[src/rtl/mem_arbiter.sv]
// mem_arbiter: core port 0 has absolute priority; port 1 is a one-entry
// buffered master with a starvation flag. Optional stats: MEM_ARB_STATS_EN.
module mem_arbiter #(
  parameter int STARVE_LIMIT = 64,
  parameter int CNT_W = $clog2(STARVE_LIMIT) + 1
) (
  input  logic        clk_i,
  input  logic        rst_ni,
  input  logic [31:0] p0_addr_i,
  input  logic        p0_rstrb_i,
  input  logic [3:0]  p0_wmask_i,
  input  logic [31:0] p0_wdata_i,
  output logic [31:0] p0_rdata_o,
  input  logic        p1_valid_i,
  output logic        p1_ready_o,
  input  logic        p1_we_i,
  input  logic [31:0] p1_addr_i,
  input  logic [3:0]  p1_wmask_i,
  input  logic [31:0] p1_wdata_i,
  output logic        p1_rvalid_o,
  output logic [31:0] p1_rdata_o,
  output logic        starve_o,
`ifdef MEM_ARB_STATS_EN
  output logic [31:0] p0_cnt_o,
  output logic [31:0] p1_cnt_o,
  output logic [31:0] conflict_cnt_o,
`endif
  output logic [31:0] mem_addr_o,
  output logic        mem_rstrb_o,
  input  logic [31:0] mem_rdata_i,
  output logic [3:0]  mem_wmask_o,
  output logic [31:0] mem_wdata_o
);

  typedef enum logic [1:0] {IDLE, PEND, RESP} state_t;

  state_t      state, state_nx;
  logic        b_we;
  logic [29:0] b_word;
  logic [3:0]  b_wmask;
  logic [31:0] b_wdata;
  logic [CNT_W-1:0] cnt;
  logic        p0_active;
  logic        issue;
  logic        unused_addr_bits;

  assign unused_addr_bits = ^{p0_addr_i[1:0], p1_addr_i[1:0]};
  assign p0_active  = p0_rstrb_i | (|p0_wmask_i);
  assign issue      = (state == PEND) & ~p0_active;
  assign p0_rdata_o = mem_rdata_i;
  assign starve_o   = (cnt >= CNT_W'(STARVE_LIMIT));

  always_comb begin
    state_nx    = state;
    p1_ready_o  = 1'b0;
    p1_rvalid_o = 1'b0;
    mem_addr_o  = {p0_addr_i[31:2], 2'b00};
    mem_rstrb_o = p0_rstrb_i;
    mem_wmask_o = p0_wmask_i;
    mem_wdata_o = p0_wdata_i;
    unique case (state)
      IDLE: begin
        p1_ready_o = 1'b1;
        if (p1_valid_i) state_nx = PEND;
      end
      PEND: begin
        // the core has no stall input, so port 1 only uses idle core cycles
        if (!p0_active) begin
          mem_addr_o  = {b_word, 2'b00};
          mem_rstrb_o = ~b_we;
          mem_wmask_o = b_we ? b_wmask : 4'b0000;
          mem_wdata_o = b_wdata;
          state_nx    = RESP;
        end
      end
      RESP: begin
        p1_rvalid_o = 1'b1;
        state_nx    = IDLE;
      end
      default: state_nx = IDLE;
    endcase
  end

  always_ff @(posedge clk_i or negedge rst_ni) begin
    if (!rst_ni) begin
      state      <= IDLE;
      b_we       <= 1'b0;
      b_word     <= '0;
      b_wmask    <= '0;
      b_wdata    <= '0;
      p1_rdata_o <= '0;
      cnt        <= '0;
    end else begin
      state <= state_nx;
      if (state == IDLE && p1_valid_i) begin
        b_we    <= p1_we_i;
        b_word  <= p1_addr_i[31:2];
        b_wmask <= p1_wmask_i;
        b_wdata <= p1_wdata_i;
      end
      if (issue && !b_we) p1_rdata_o <= mem_rdata_i;
      if (state != PEND || issue) cnt <= '0;
      else if (cnt < CNT_W'(STARVE_LIMIT)) cnt <= cnt + 1'b1;
    end
  end

`ifdef MEM_ARB_STATS_EN
  always_ff @(posedge clk_i or negedge rst_ni) begin
    if (!rst_ni) begin
      p0_cnt_o       <= '0;
      p1_cnt_o       <= '0;
      conflict_cnt_o <= '0;
    end else begin
      if (p0_active) p0_cnt_o <= p0_cnt_o + 1'b1;
      if (issue) p1_cnt_o <= p1_cnt_o + 1'b1;
      if (state == PEND && p0_active)
        conflict_cnt_o <= conflict_cnt_o + 1'b1;
    end
  end
`endif

endmodule
[config.mk]
export PLATFORM = sky130hd
export DESIGN_NAME = mem_arbiter
export DESIGN_NICKNAME = d
export VERILOG_FILES = /design/src/rtl/mem_arbiter.sv
export SDC_FILE = /design/constraint.sdc
export NUM_CORES = 1
export LEC_CHECK = 0
export ABC_AREA = 1
export BUFFER_PORTS_ARGS = -buffer_cell sky130_fd_sc_hd__buf_2
export CAP_MARGIN = 20
export CORE_MARGIN = 10
export CORE_UTILIZATION = 45
export DETAILED_ROUTE_END_ITERATION = 8
export GPL_TIMING_DRIVEN = 0
export PLACE_DENSITY = 0.79
export REMOVE_ABC_BUFFERS = 1
export SETUP_SLACK_MARGIN = 0.5
export SYNTH_ARGS = -nofsm -noshare
export SYNTH_HDL_FRONTEND = slang
export SYNTH_SLANG_ARGS = --single-unit
[constraint.sdc]
create_clock -name clk_i -period 1.62 [get_ports clk_i]
set_input_delay 0.162 -clock clk_i [delete_from_list [all_inputs] [get_ports clk_i]]
set_output_delay 0.162 -clock clk_i [all_outputs]
set_load 0.01 [all_outputs]
# ---- After elaboration in Yosys (flattened, before gate mapping)
# Index checks and enable logic that the tools add are counted.
dict set report totals {
  regBits 108
  input_bits 173
  out_inout_bits 136
  word_cells 43
}
dict set report classes {
  add_sub_neg 1
  n_lt_le_gt_ge 2
  n_eq_ne 5
  mux 16
  bitwise_logic 4
  reduce_logical 8
}
# cell count
set ops {}
lappend ops {{two-way mux 32 bit} 4}
lappend ops {{two-way mux 7 bit} 2}
lappend ops {{two-way mux 4 bit} 3}
lappend ops {{adder 7 x 1 -> 7 bit, second input constant} 1}
lappend ops {{>= comparator 7 bit, second input constant} 1}
lappend ops {{less-than comparator 7 bit, second input constant} 1}
lappend ops {{two-way mux 1 bit} 4}
lappend ops {{two-way mux 2 bit} 2}
lappend ops {{!= test 2 bit, second input constant} 2}
lappend ops {{case mux 2 bit (2 select lines)} 1}
lappend ops {{OR reduction 4 bit} 1}
lappend ops {{equality test 2 x 1 -> 1 bit, second input constant} 1}
lappend ops {{equality test 2 bit, second input constant} 1}
lappend ops {{logical AND 1 bit} 2}
lappend ops {{zero test 2 bit} 1}
lappend ops {{!= test 2 x 1 -> 1 bit, second input constant} 1}
lappend ops {{inverter 1 bit} 2}
lappend ops {{AND reduction 2 bit} 1}
lappend ops {{nonzero test 2 bit} 1}
lappend ops {{bitwise AND 1 bit} 1}
lappend ops {{zero test 1 bit} 1}
lappend ops {{logical OR 1 bit} 1}
lappend ops {{OR 1 bit} 1}

# ---- Longest topological paths before layout
# Gate-level depths: netlist (run 1).
dict set report depth {
  word_depth 6
  ltp_mapped 8
  depth_no_buf 7
}

# ---- Least setup slack after synthesis (run 1)
# OpenSTA, ideal clock, no wires.
dict set report synth_path {
  kind {flip-flop to output port}
  from {register state[1]}
  to {output mem_addr_o[2]}
  arrival_time_ns 1.116
  required_ns 1.458
  slack_ns 0.342
  path_stages_with_launch 7
  n_path_buf 2
  cell_sequence {dfrtp_1 -> nor2_4 -> nand2_2 -> buf_6 -> buf_2 -> nand2_1 -> nand2_1}
}
dict set report synth_via {
  elab_chain_cells 2
}
# item line_no
set synth_rtl {}
lappend synth_rtl {{start, declared} 37} ;# state_t state, state_nx;
lappend synth_rtl {{start signal, assigned} 94} ;# state <= state_nx;
lappend synth_rtl {{equality test 2 x 1 -> 1 bit} 61} ;# unique case (state)
lappend synth_rtl {{two-way mux 32 bit} 61}
lappend synth_rtl {{end, declared} 28} ;# output logic [31:0] mem_addr_o,
# Every way passes these cells.

# ---- Worst setup path in the final report (run 1)
dict set report layout_path {
  from {register state[1]}
  to {output mem_wdata_o[23]}
}
dict set report layout_via {
  elab_chain_cells 2
}
# item line_no
set layout_rtl {}
lappend layout_rtl {{equality test 2 x 1 -> 1 bit} 61}
lappend layout_rtl {{two-way mux 32 bit} 61}
lappend layout_rtl {{end, declared} 32} ;# output logic [31:0] mem_wdata_o
# Every way passes these cells.

==> metrics.csv, run 1 <==
stage,metric,value,unit
logic_synthesis,adder-cell share of the synthesized area,0.456,%
logic_synthesis,"Seq/Total Area, Yosys",49.3,%
drt,wire per inst,22.0,um
cells_and_area,Final Non-Filler Cells,1211,
pwr,PwrDens,1460,nW/um2
die,I/O pin count,309,
sta,final worst slack,-0.311,ns
pwr,total power,13.5,mW
cells_and_area,layout cells sized above 1,52.7,%
outcome,failing checks,"hold timing, setup timing",
pwr,Pleak,5.23,nW
logic_synthesis,synth warn,0,
place,Port Buf Inserts,302,
sta,"Hold Vio Cnt, Final",46,
sta,unrepaired setup endpoints after global routing,yes,
cells_and_area,final instance area,9250,um2
global_route,largest net degree at the start of global routing,63,
setup_path,Crit Path Class,reg2out,
setup_path,FF-to-FF Start,state[1],
worst_hold_path,Worst Hold Class,in2async,
sta,Final setup violation count,124,
setup_path,Startpoint Class,flop,
die,Placeable Area,12000,um2
place,dpl ws,-1.97,ns
place,Final GP Congestion,0.863,
cells_and_area,nets,1232,
place,placed cell area,6830,um2
cts,Sink Count,108,
place,DP Cell Count,1112,
cts,CTS tree,built,
drt,Avg Vias per Cell,5.53,
die,die width,130,um
logic_synthesis,simple-gate area share of the yosys netlist,39.1,%
job,Max-Cap Viols,0,
logic_synthesis,post-synthesis xor/xnor area fraction,0,%
cts,clock buffer depth,2,
setup_path,flop-to-flop setup slack,-0.06,ns
cells_and_area,area delta synth->final,68.7,%
logic_synthesis,post-synthesis compound-gate area fraction,1.10,%
logic_synthesis,Syn Area/Cell,7.44,um2
logic_synthesis,Cell variety after synth,23,
sta,skew final,0.0115,ns
global_route,initial antenna violation count,3,
drt,DR pass1 iterations,8,
die,Die ar.,17000,um2
pwr,Max VDD drop,0.966,mV
global_route,number of global-route vias before repair,6305,
die,Initial Utilization,45.8,%
global_route,first-pass GRT wire length,35.4,mm
drt,vias post-DR,6696,
logic_synthesis,"EDFF count, synth",0,
outcome,status,finished with violations,
sta,slew of the pin with the lowest slew margin,0.936,ns
sta,fmax,518,MHz
sta,crit path time final,1.93,ns
logic_synthesis,ys async rst share,100,%
die,Die Ht,130,um
die,cell row count,40,
sta,period utilisation layout,119,%
cts,H-tree Lvls,3,
global_route,GRT overflow,0,
drt,Routed WL,26.6,mm
logic_synthesis,combinational family with the most area after synthesis,simple AND/OR/NAND/NOR gates,
sta,max_slew headroom,37.6,%
sta,total negative slack,-18.04,ns
global_route,gr usage total,27.4,%
logic_synthesis,mux share of post-synthesis cell area,0,%
setup_path,crit-path max FO,15,
setup_path,Critical R2R Capture,p1_rdata_o[30],
setup_path,Worst Reg2Reg Path Length in Cells,9,
setup_path,Critical Path AT,1.77,ns
logic_synthesis,"Primary FF master, synth",dfrtp_1,
sta,Hold WS,-0.183,ns
logic_synthesis,register bit total from synthesis,108,
cells_and_area,Final Core Density,77.3,%
drt,initial drt markers,697,
sta,final slew viol count,0,
place,post-DP HPWL,13.5,mm
cts,"Reg clk slew, reported paths",0.08,ns
drt,Residual DRC,0,
cts,CTS Root Buffer Type,clkbuf_16,
logic_synthesis,"Cell Area, Synth",5480,um2
cts,TritonCTS Buffers,9,
logic_synthesis,synthesized instance count,737,
setup_path,Critical Path RT,1.46,ns
drt,Final ANT Viol Nets,0,
cts,worst skew pair latency,0.35,ns
setup_path,crit end category,output pin,
[cell families (layout without fill, tap and decap cells)]
group	count (synthesis)	after routing
adders and majority gates	2	2
other	1	4
and+or+nand+nor	520	528
DFF	108	108
AOI/OAI and AO/OA	10	10
buffers and inverters	96	412
[report_power, final]
group	internal, mW	leakage, nW	switching [mW]
Sequential	3.83	1.37	1.04
Combinational	2.94	3.69	3.33
Clock	1.37	0.158	0.991
Total	8.13	5.23	5.36
[per-layer routing]
metal	wire, um	track usage [%]
met5	13	0
met4	1200	10.1
met3	2960	8.98
met2	13200	45.7
met1	9220	32.4
[area by class of cell]
type | instances | area, um2
diodes | 2 | 5.00
clock buffers | 13 | 280
clock inverters | 3 | 42.5
fillers | 760 | 2710
inverters | 15 | 80.1
multi-input cells | 542 | 3010
flip-flops and latches | 108 | 2710
well taps | 147 | 184
repair buffers | 376 | 2820
repair inverters | 5 | 118
[cell usage in the layout (no fill, tap or decap), types with 3 or more instances in the layout]
cell type / instances
clkbuf_8: 4
nand2_4: 43
buf_8: 9
inv_1: 10
dfrtp_1: 106
buf_4: 26
nand4_1: 32
nand3_1: 68
clkbuf_16: 10
buf_2: 286
nor3_2: 3
a21oi_1: 4
nor2_1: 9
nand2_1: 264
bufbuf_16: 4
buf_12: 13
buf_6: 23
buf_16: 14
nand2_2: 92
nor2_4: 7
clkinv_16: 3
o21bai_1: 3
nand2_8: 7
[what timing repair did]
item | CTS | global route
cloned | 28 | 2
buffers inserted | 43 | 8
endpoints found under the setup margin | 177 | 178
pin swaps | 12 | 10
gates resized for setup | 111 | 180
endpoints found under the hold margin | 46 | 46
[flip-flops by register name, summed over array words and instances (netlist names)]
| signal | count |
|---|---|
| b_word | 30 |
| p1_rdata_o | 32 |
| cnt | 7 |
| b_wmask | 4 |
| state | 2 |
| b_we | 1 |
| b_wdata | 32 |
[Yosys cell counts, types with 2 or more instances]
cell type,count,area share [%]
a21oi_1,5,0.46
buf_1,4,0.27
buf_2,14,1.3
buf_4,43,5.9
clkbuf_1,19,1.3
dfrtp_1,108,49
ha_1,2,0.46
inv_1,11,0.75
inv_2,3,0.21
nand2_1,400,27
nand3_1,69,6.3
nand4_1,32,3.7
nor2_1,11,0.75
nor2_4,2,0.41
nor3_1,3,0.27
o21bai_1,4,0.55
[critical path, stage by stage, from the launching register on]
cell	delay, ns
dfrtp_2	0.44
nor2_4	0.23
nand2_8	0.13
buf_16	0.21
clkinv_16	0.11
nand2_2	0.05
nand2_1	0.09
buf_2	0.15
[how the worst max path moves through the flow]
stage,from,to,slack [ns],depth (start not counted)
after floorplan,state[1],b_we,-2.06,4
after global placement,state[1],b_we,-4.12,4
after detailed placement,p0_wmask_i[0],mem_addr_o[26],-1.97,10
after CTS,state[0],mem_wdata_o[3],-0.22,8
after global routing,state[1],mem_addr_o[4],-0.36,7
final,state[1],mem_wdata_o[23],-0.31,7
Note: power is estimated with default switching activity, not from simulation.
==> run 2, diff against run 1 <==
--- a/config.mk
+++ b/config.mk
@@ -8,11 +8,12 @@
 export ABC_AREA = 1
 export BUFFER_PORTS_ARGS = -buffer_cell sky130_fd_sc_hd__buf_2
 export CAP_MARGIN = 20
-export CORE_MARGIN = 10
-export CORE_UTILIZATION = 45
+export CORE_MARGIN = 5
+export CORE_UTILIZATION = 42
+export CTS_BUF_LIST = sky130_fd_sc_hd__clkbuf_2 sky130_fd_sc_hd__clkbuf_4 sky130_fd_sc_hd__clkbuf_8
 export DETAILED_ROUTE_END_ITERATION = 8
 export GPL_TIMING_DRIVEN = 0
-export PLACE_DENSITY = 0.79
+export PLACE_DENSITY = 0.78
 export REMOVE_ABC_BUFFERS = 1
 export SETUP_SLACK_MARGIN = 0.5
 export SYNTH_ARGS = -nofsm -noshare
==> constraint.sdc (replaced) <==
create_clock -name clk_i -period 1.7 [get_ports clk_i]
set_input_delay 0.17 -clock clk_i [delete_from_list [all_inputs] [get_ports clk_i]]
set_output_delay 0.17 -clock clk_i [all_outputs]
set_load 0.01 [all_outputs]
==> metrics.csv, run 2 (synthesized netlist as in run 1, its figures left out) <==
stage,metric,value,unit,change
setup_path,Critical Path RT,1.53,ns,was 1.46 ns
global_route,largest net degree at the start of global routing,56,,was 63
setup_path,Startpoint Class,flop,,unchanged
drt,initial drt markers,654,,was 697
die,die width,124,um,was 130 um
pwr,total power,11.1,mW,was 13.5 mW
cts,CTS tree,built,,unchanged
drt,Avg Vias per Cell,5.13,,was 5.53
die,cell row count,41,,was 40
sta,fmax,513,MHz,
drt,wire per inst,18.2,um,was 22.0 um
cells_and_area,nets,1225,,"was 1,232"
setup_path,Critical Path AT,1.78,ns,was 1.77 ns
global_route,initial antenna violation count,1,,was 3
sta,unrepaired setup endpoints after global routing,yes,,unchanged
sta,slew of the pin with the lowest slew margin,1.02,ns,was 0.936 ns
cts,worst skew pair latency,0.37,ns,was 0.35 ns
outcome,failing checks,setup timing,,"was hold timing, setup timing"
drt,vias post-DR,6294,,"was 6,696"
place,Final GP Congestion,0.884,,was 0.863
global_route,number of global-route vias before repair,5905,,"was 6,305"
cells_and_area,n_diodes,0,,was 2
sta,Final setup violation count,120,,was 124
cts,H-tree Lvls,3,,unchanged
cts,"Reg clk slew, reported paths",0.11,ns,was 0.08 ns
die,I/O pin count,309,,unchanged
cts,TritonCTS Buffers,9,,unchanged
drt,Routed WL,22.3,mm,was 26.6 mm
sta,final slew viol count,0,,unchanged
cts,Sink Count,108,,unchanged
global_route,GRT overflow,0,,unchanged
die,Die Ht,124,um,was 130 um
cells_and_area,"commonest non-fill, non-tap cell in the layout",nand2_1,,was buf_2
drt,Final ANT Viol Nets,0,,unchanged
worst_hold_path,Worst Hold Class,in2reg,,was in2async
global_route,first-pass GRT wire length,32.2,mm,was 35.4 mm
sta,"Hold Vio Cnt, Final",0,,was 46
cells_and_area,Final Core Density,70.1,%,was 77.3%
pwr,Pleak,4.98,nW,was 5.23 nW
cells_and_area,area delta synth->final,62.6,%,was 68.7%
cells_and_area,Largest regs,"b_wdata x32, p1_rdata_o x32, b_word x30",,unchanged
sta,period utilisation layout,115,%,
setup_path,crit end category,output pin,,unchanged
setup_path,crit-path max FO,7,,was 15
die,Die ar.,15400,um2,"was 17,000 um2"
cells_and_area,layout cells sized above 1,49.0,%,was 52.7%
drt,DR pass1 iterations,5,,was 8
cts,CTS Root Buffer Type,clkbuf_8,,was clkbuf_16
setup_path,Crit Path Class,reg2out,,unchanged
outcome,status,finished with violations,,unchanged
global_route,gr usage total,25.8,%,was 27.4%
place,Port Buf Inserts,302,,unchanged
die,Placeable Area,12700,um2,"was 12,000 um2"
sta,skew final,0.0123,ns,was 0.0115 ns
place,post-DP HPWL,11.7,mm,was 13.5 mm
pwr,PwrDens,1250,nW/um2,was 1460 nW/um2
cells_and_area,most frequent cells in the layout,"nand2_1 (301), buf_2 (281), dfrtp_1 (106)",,"was buf_2 (286), nand2_1 (264), dfrtp_1 (106)"
die,Initial Utilization,43.1,%,was 45.8%
sta,crit path time final,1.95,ns,
sta,max_slew headroom,32.2,%,was 37.6%
cts,clock buffer depth,2,,unchanged
cells_and_area,fill cell count,967,,was 760
sta,final worst slack,-0.250,ns,was -0.311 ns
job,Max-Cap Viols,0,,unchanged
pwr,Max VDD drop,0.722,mV,was 0.966 mV
drt,Residual DRC,0,,unchanged
[run 2: changes by cell type in the layout (fill, tap and decap cells not counted), moves of 3 or more]
cell / delta
nand2_1: +37
nand2_4: -19
nand2_2: -18
buf_6: +12
clkbuf_16: -9
buf_4: -8
buf_8: -6
clkbuf_8: +6
buf_2: -5
buf_16: +3
bufbuf_16: -3
inv_6: +3
[run 2: power breakdown]
| group | switching (mW) | leakage [nW] | internal (mW) |
|---|---|---|---|
| Clock | 0.898 | 0.104 | 0.736 |
| Combinational | 2.75 | 3.50 | 2.38 |
| Sequential | 0.708 | 1.37 | 3.64 |
| Total | 4.36 | 4.98 | 6.76 |
[run 2: per-layer routing]
metal / global-route usage (%) / routed length, um / up-vias
met4: 6.58 / 522 / 2
met5: 0 / 13 / -
met1: 32.4 / 8360 / 3012
met2: 45.3 / 11800 / 299
met3: 5.49 / 1630 / 48
li1: - / - / 2933
[run 2: timing repair]
item                                    in CTS  in global routing
endpoints found under the setup margin     177                218
cloned                                      25                  2
resized for setup                          124                111
endpoints found under the hold margin       54                  1
hold buffers                                 1                  1
pin swaps                                   18                 26
setup buffers                               39                  6
[run 2: layout make-up]
class                      instances  area [um2]  share of cell area (%)
multi-input combinational        543        2860                    32.1
sequential                       108        2710                    30.3
tap                              172         215                    2.41
timing repair inverter             3        76.3                   0.856
timing repair buffer             370        2770                    31.0
clock buffer                      10         138                    1.54
inverter                          15        90.1                    1.01
clock inverter                     6        68.8                   0.772
[run 2: path summary, 6_finish.rpt]
check | startpoint | to | slack (ns) | cells past startpoint
max in group asynchronous | rst_ni | p1_rdata_o[6] | 0.73 | 3
worst max register to register | state[1] | b_wdata[21] | -0.07 | 11
worst min-delay path | p1_wdata_i[18] | b_wdata[18] | 0.02 | 3
worst min register to register | p1_rdata_o[10] | p1_rdata_o[10] | 0.47 | 2
min in group asynchronous | rst_ni | b_word[15] | 0.31 | 2
worst max-delay path | state[1] | mem_wdata_o[7] | -0.25 | 7
[run 2: metrics by stage]
step | setup slack [ns] | hold WS [ns] | cells | instance area (um2) | setup TNS, ns
6_report | -0.250 | 0.0228 | 1227 | 8920 | -14.44
5_1_grt | -0.334 | 0.00639 | 1227 | 8920 | -24.53
4_1_cts | -0.179 | 0.000781 | 1218 | 8350 | -10.41
3_5_place_dp | -1.66 | 0.265 | 1137 | 6860 | -153.81
3_3_place_gp | -3.90 | 0.401 | 1131 | 6720 | -515.58
2_1_floorplan | -1.98 | -0.126 | 657 | 5000 | -195.42
[run 2: worst max-delay path, cell delays in order (launching register included)]
cell and delay (ns):
dfrtp_2 0.44, nor2_4 0.23, nand2_8 0.10, buf_16 0.19, clkbuf_16 0.18, nand2_2 0.05, nand2_1 0.06, buf_2 0.14
==> run 3, diff against run 2 <==
--- a/config.mk
+++ b/config.mk
@@ -9,11 +9,11 @@
 export BUFFER_PORTS_ARGS = -buffer_cell sky130_fd_sc_hd__buf_2
 export CAP_MARGIN = 20
 export CORE_MARGIN = 5
-export CORE_UTILIZATION = 42
+export CORE_UTILIZATION = 40
 export CTS_BUF_LIST = sky130_fd_sc_hd__clkbuf_2 sky130_fd_sc_hd__clkbuf_4 sky130_fd_sc_hd__clkbuf_8
 export DETAILED_ROUTE_END_ITERATION = 8
 export GPL_TIMING_DRIVEN = 0
-export PLACE_DENSITY = 0.78
+export PLACE_DENSITY = 0.74
 export REMOVE_ABC_BUFFERS = 1
 export SETUP_SLACK_MARGIN = 0.5
 export SYNTH_ARGS = -nofsm -noshare
==> metrics.csv, run 3 (synthesized netlist as in run 1, its figures left out) <==
stage,metric,value,unit,change
outcome,status,finished with violations,,unchanged
outcome,failing checks,"hold timing, setup timing",,was setup timing
cells_and_area,Largest regs,"b_wdata x32, p1_rdata_o x32, b_word x30",,unchanged
die,Die Ht,127,um,was 124 um
worst_hold_path,Worst Hold Class,in2reg,,unchanged
setup_path,sequence of cells on the critical path,inv_2 > nor2_4 > buf_12 > nand2_8 > buf_16 > clkinv_16 > nand2_1 > nand2_1 > buf_2,,was nor2_4 > nand2_8 > buf_16 > clkbuf_16 > nand2_2 > nand2_1 > buf_2
sta,skew final,0.0135,ns,was 0.0123 ns
setup_path,flop-to-flop setup slack,-0.27,ns,was -0.07 ns
cts,Sink Count,108,,unchanged
global_route,GRT overflow,0,,unchanged
sta,slew of the pin with the lowest slew margin,0.754,ns,was 1.02 ns
drt,vias post-DR,6696,,"was 6,294"
sta,crit path time final,2.01,ns,was 1.95 ns
global_route,largest net degree at the start of global routing,68,,was 56
setup_path,crit-path leading delay family,buffers and inverters,,unchanged
setup_path,Slowest cell on crit path,dfrtp_1,,was dfrtp_2
sta,fmax,497,MHz,was 513 MHz
drt,met3 wire len,2.54,mm,was 1.63 mm
setup_path,largest stage delay on the critical path,0.42,ns,was 0.44 ns
setup_path,Startpoint Class,flop,,unchanged
place,DP Cell Count,1141,,"was 1,137"
drt,met2 wire len,12.7,mm,was 11.8 mm
cts,TritonCTS Buffers,9,,unchanged
pwr,Pleak,5.38,nW,was 4.98 nW
cells_and_area,Final Non-Filler Cells,1279,,"was 1,227"
worst_hold_path,hold path depth,3,,unchanged
pwr,total power,11.9,mW,was 11.1 mW
setup_path,crit-path max FO,16,,was 7
die,I/O pin count,309,,unchanged
die,cell row count,42,,was 41
cts,CTS tree,built,,unchanged
setup_path,Critical Path AT,1.84,ns,was 1.78 ns
sta,unrepaired setup endpoints after global routing,yes,,unchanged
setup_path,FF-to-FF Start,state[0],,was state[1]
worst_hold_path,Hold Crit Endpoint,b_word[19],,was b_wdata[18]
drt,uppermost layer routed,met5,,unchanged
global_route,gr usage total,28.4,%,was 25.8%
cts,"Reg clk slew, reported paths",0.11,ns,about the same
sta,"Hold Vio Cnt, Final",1,,was 0
die,Placeable Area,13300,um2,"was 12,700 um2"
cts,worst skew pair latency,0.39,ns,was 0.37 ns
sta,Hold WS,-0.000477,ns,was 0.0228 ns
setup_path,Levels on crit path,9,,was 7
cts,H-tree Lvls,3,,unchanged
setup_path,Worst Reg2Reg Path Length in Cells,13,,was 11
sta,Final setup violation count,136,,was 120
drt,Routed WL,25.6,mm,was 22.3 mm
sta,final worst slack,-0.314,ns,was -0.250 ns
setup_path,Crit Path Class,reg2out,,unchanged
cells_and_area,Final Core Density,71.5,%,was 70.1%
setup_path,"most used cell, CP",nand2_1,,
cells_and_area,nets,1272,,"was 1,225"
setup_path,crit end category,output pin,,unchanged
drt,met1 wire length,9.33,mm,was 8.36 mm
place,Final GP Congestion,0.874,,was 0.884
cts,CTS Root Buffer Type,clkbuf_8,,unchanged
pwr,Max VDD drop,0.780,mV,was 0.722 mV
cells_and_area,most frequent cells in the layout,"nand2_1 (296), buf_2 (281), dfrtp_1 (106)",,"was nand2_1 (301), buf_2 (281), dfrtp_1 (106)"
drt,initial drt markers,520,,was 654
setup_path,WP buf/inv,5,,was 3
drt,Final ANT Viol Nets,0,,unchanged
cells_and_area,"commonest non-fill, non-tap cell in the layout",nand2_1,,unchanged
setup_path,Critical Path RT,1.53,ns,about the same
die,Initial Utilization,41.1,%,was 43.1%
global_route,number of global-route vias before repair,6353,,"was 5,905"
cells_and_area,area delta synth->final,73.9,%,was 62.6%
place,post-DP HPWL,12.2,mm,was 11.7 mm
drt,Residual DRC,0,,unchanged
pwr,PwrDens,1250,nW/um2,about the same
job,Max-Cap Viols,0,,unchanged
cells_and_area,layout cells sized above 1,49.2,%,was 49.0%
drt,DR pass1 iterations,6,,was 5
setup_path,Critical R2R Capture,b_word[20],,was b_wdata[21]
place,Port Buf Inserts,302,,unchanged
sta,total negative slack,-27.59,ns,was -14.44 ns
sta,final slew viol count,0,,unchanged
drt,wire per inst,20.0,um,was 18.2 um
sta,max_slew headroom,49.7,%,was 32.2%
global_route,first-pass GRT wire length,35.4,mm,was 32.2 mm
die,Die ar.,16200,um2,"was 15,400 um2"
die,die width,127,um,was 124 um
worst_hold_path,worst hold start,p1_addr_i[21],,was p1_wdata_i[18]
cts,clock buffer depth,2,,unchanged
sta,period utilisation layout,118,%,was 115%
drt,Avg Vias per Cell,5.24,,was 5.13
global_route,initial antenna violation count,2,,was 1
==> run 3: worst max-delay path by stage <==
stage	startpoint	endpoint	slack [ns]
global route	state[0]	mem_addr_o[25]	-0.35
detailed placement	p0_wmask_i[0]	mem_addr_o[10]	-1.85
global placement	state[1]	b_we	-4.06
CTS	state[0]	mem_addr_o[13]	-0.21
finish	state[0]	mem_addr_o[25]	-0.31
floorplan	state[1]	b_we	-1.98
==> run 3: report_power, final <==
part | switching [mW] | internal, mW | total, mW
combinational | 2.97 | 2.78 | 5.75
sequential | 0.840 | 3.64 | 4.48
clock | 0.916 | 0.776 | 1.69
==> run 3: what timing repair did <==
| action | in CTS | in global routing |
|---|---|---|
| hold endpoints to repair | 78 | 1 |
| hold buffers | 38 | 1 |
| pin swaps | 18 | 27 |
| setup endpoints to repair | 177 | 178 |
| gates resized for setup | 137 | 122 |
| setup buffers | 40 | 10 |
| cloned | 30 | 2 |
==> run 3: worst reg2reg max path, delay by kind of cell (launching register included) <==
family                 cells  cell delay [ns]
buffers and inverters      9             1.09
flip-flops                 1             0.42
AND/OR/NAND/NOR            4             0.36
==> run 3: metrics by stage <==
step	cell area, um2	setup WS, ns
after global placement	6730	-4.06
after CTS	8920	-0.212
after detailed placement	6870	-1.85
after global routing	9540	-0.351
final	9540	-0.314
after floorplan	5000	-1.98
==> run 3: metal layers <==
metal	track usage, %	vias up
met2	46.4	415
met1	37.8	3178
met4	8.39	2
met3	6.68	85
li1	-	3016
met5	0	-
==> run 3: area by class of cell <==
type                    count  area [um2]
well taps                 176         220
clock buffers              13         160
repair buffers            416        3330
multi-input cells         540        2840
clock inverters             3        46.3
fillers                   949        3810
flip-flops and latches    108        2710
repair inverters            7         148
inverters                  15        80.1
diodes                      1        2.50
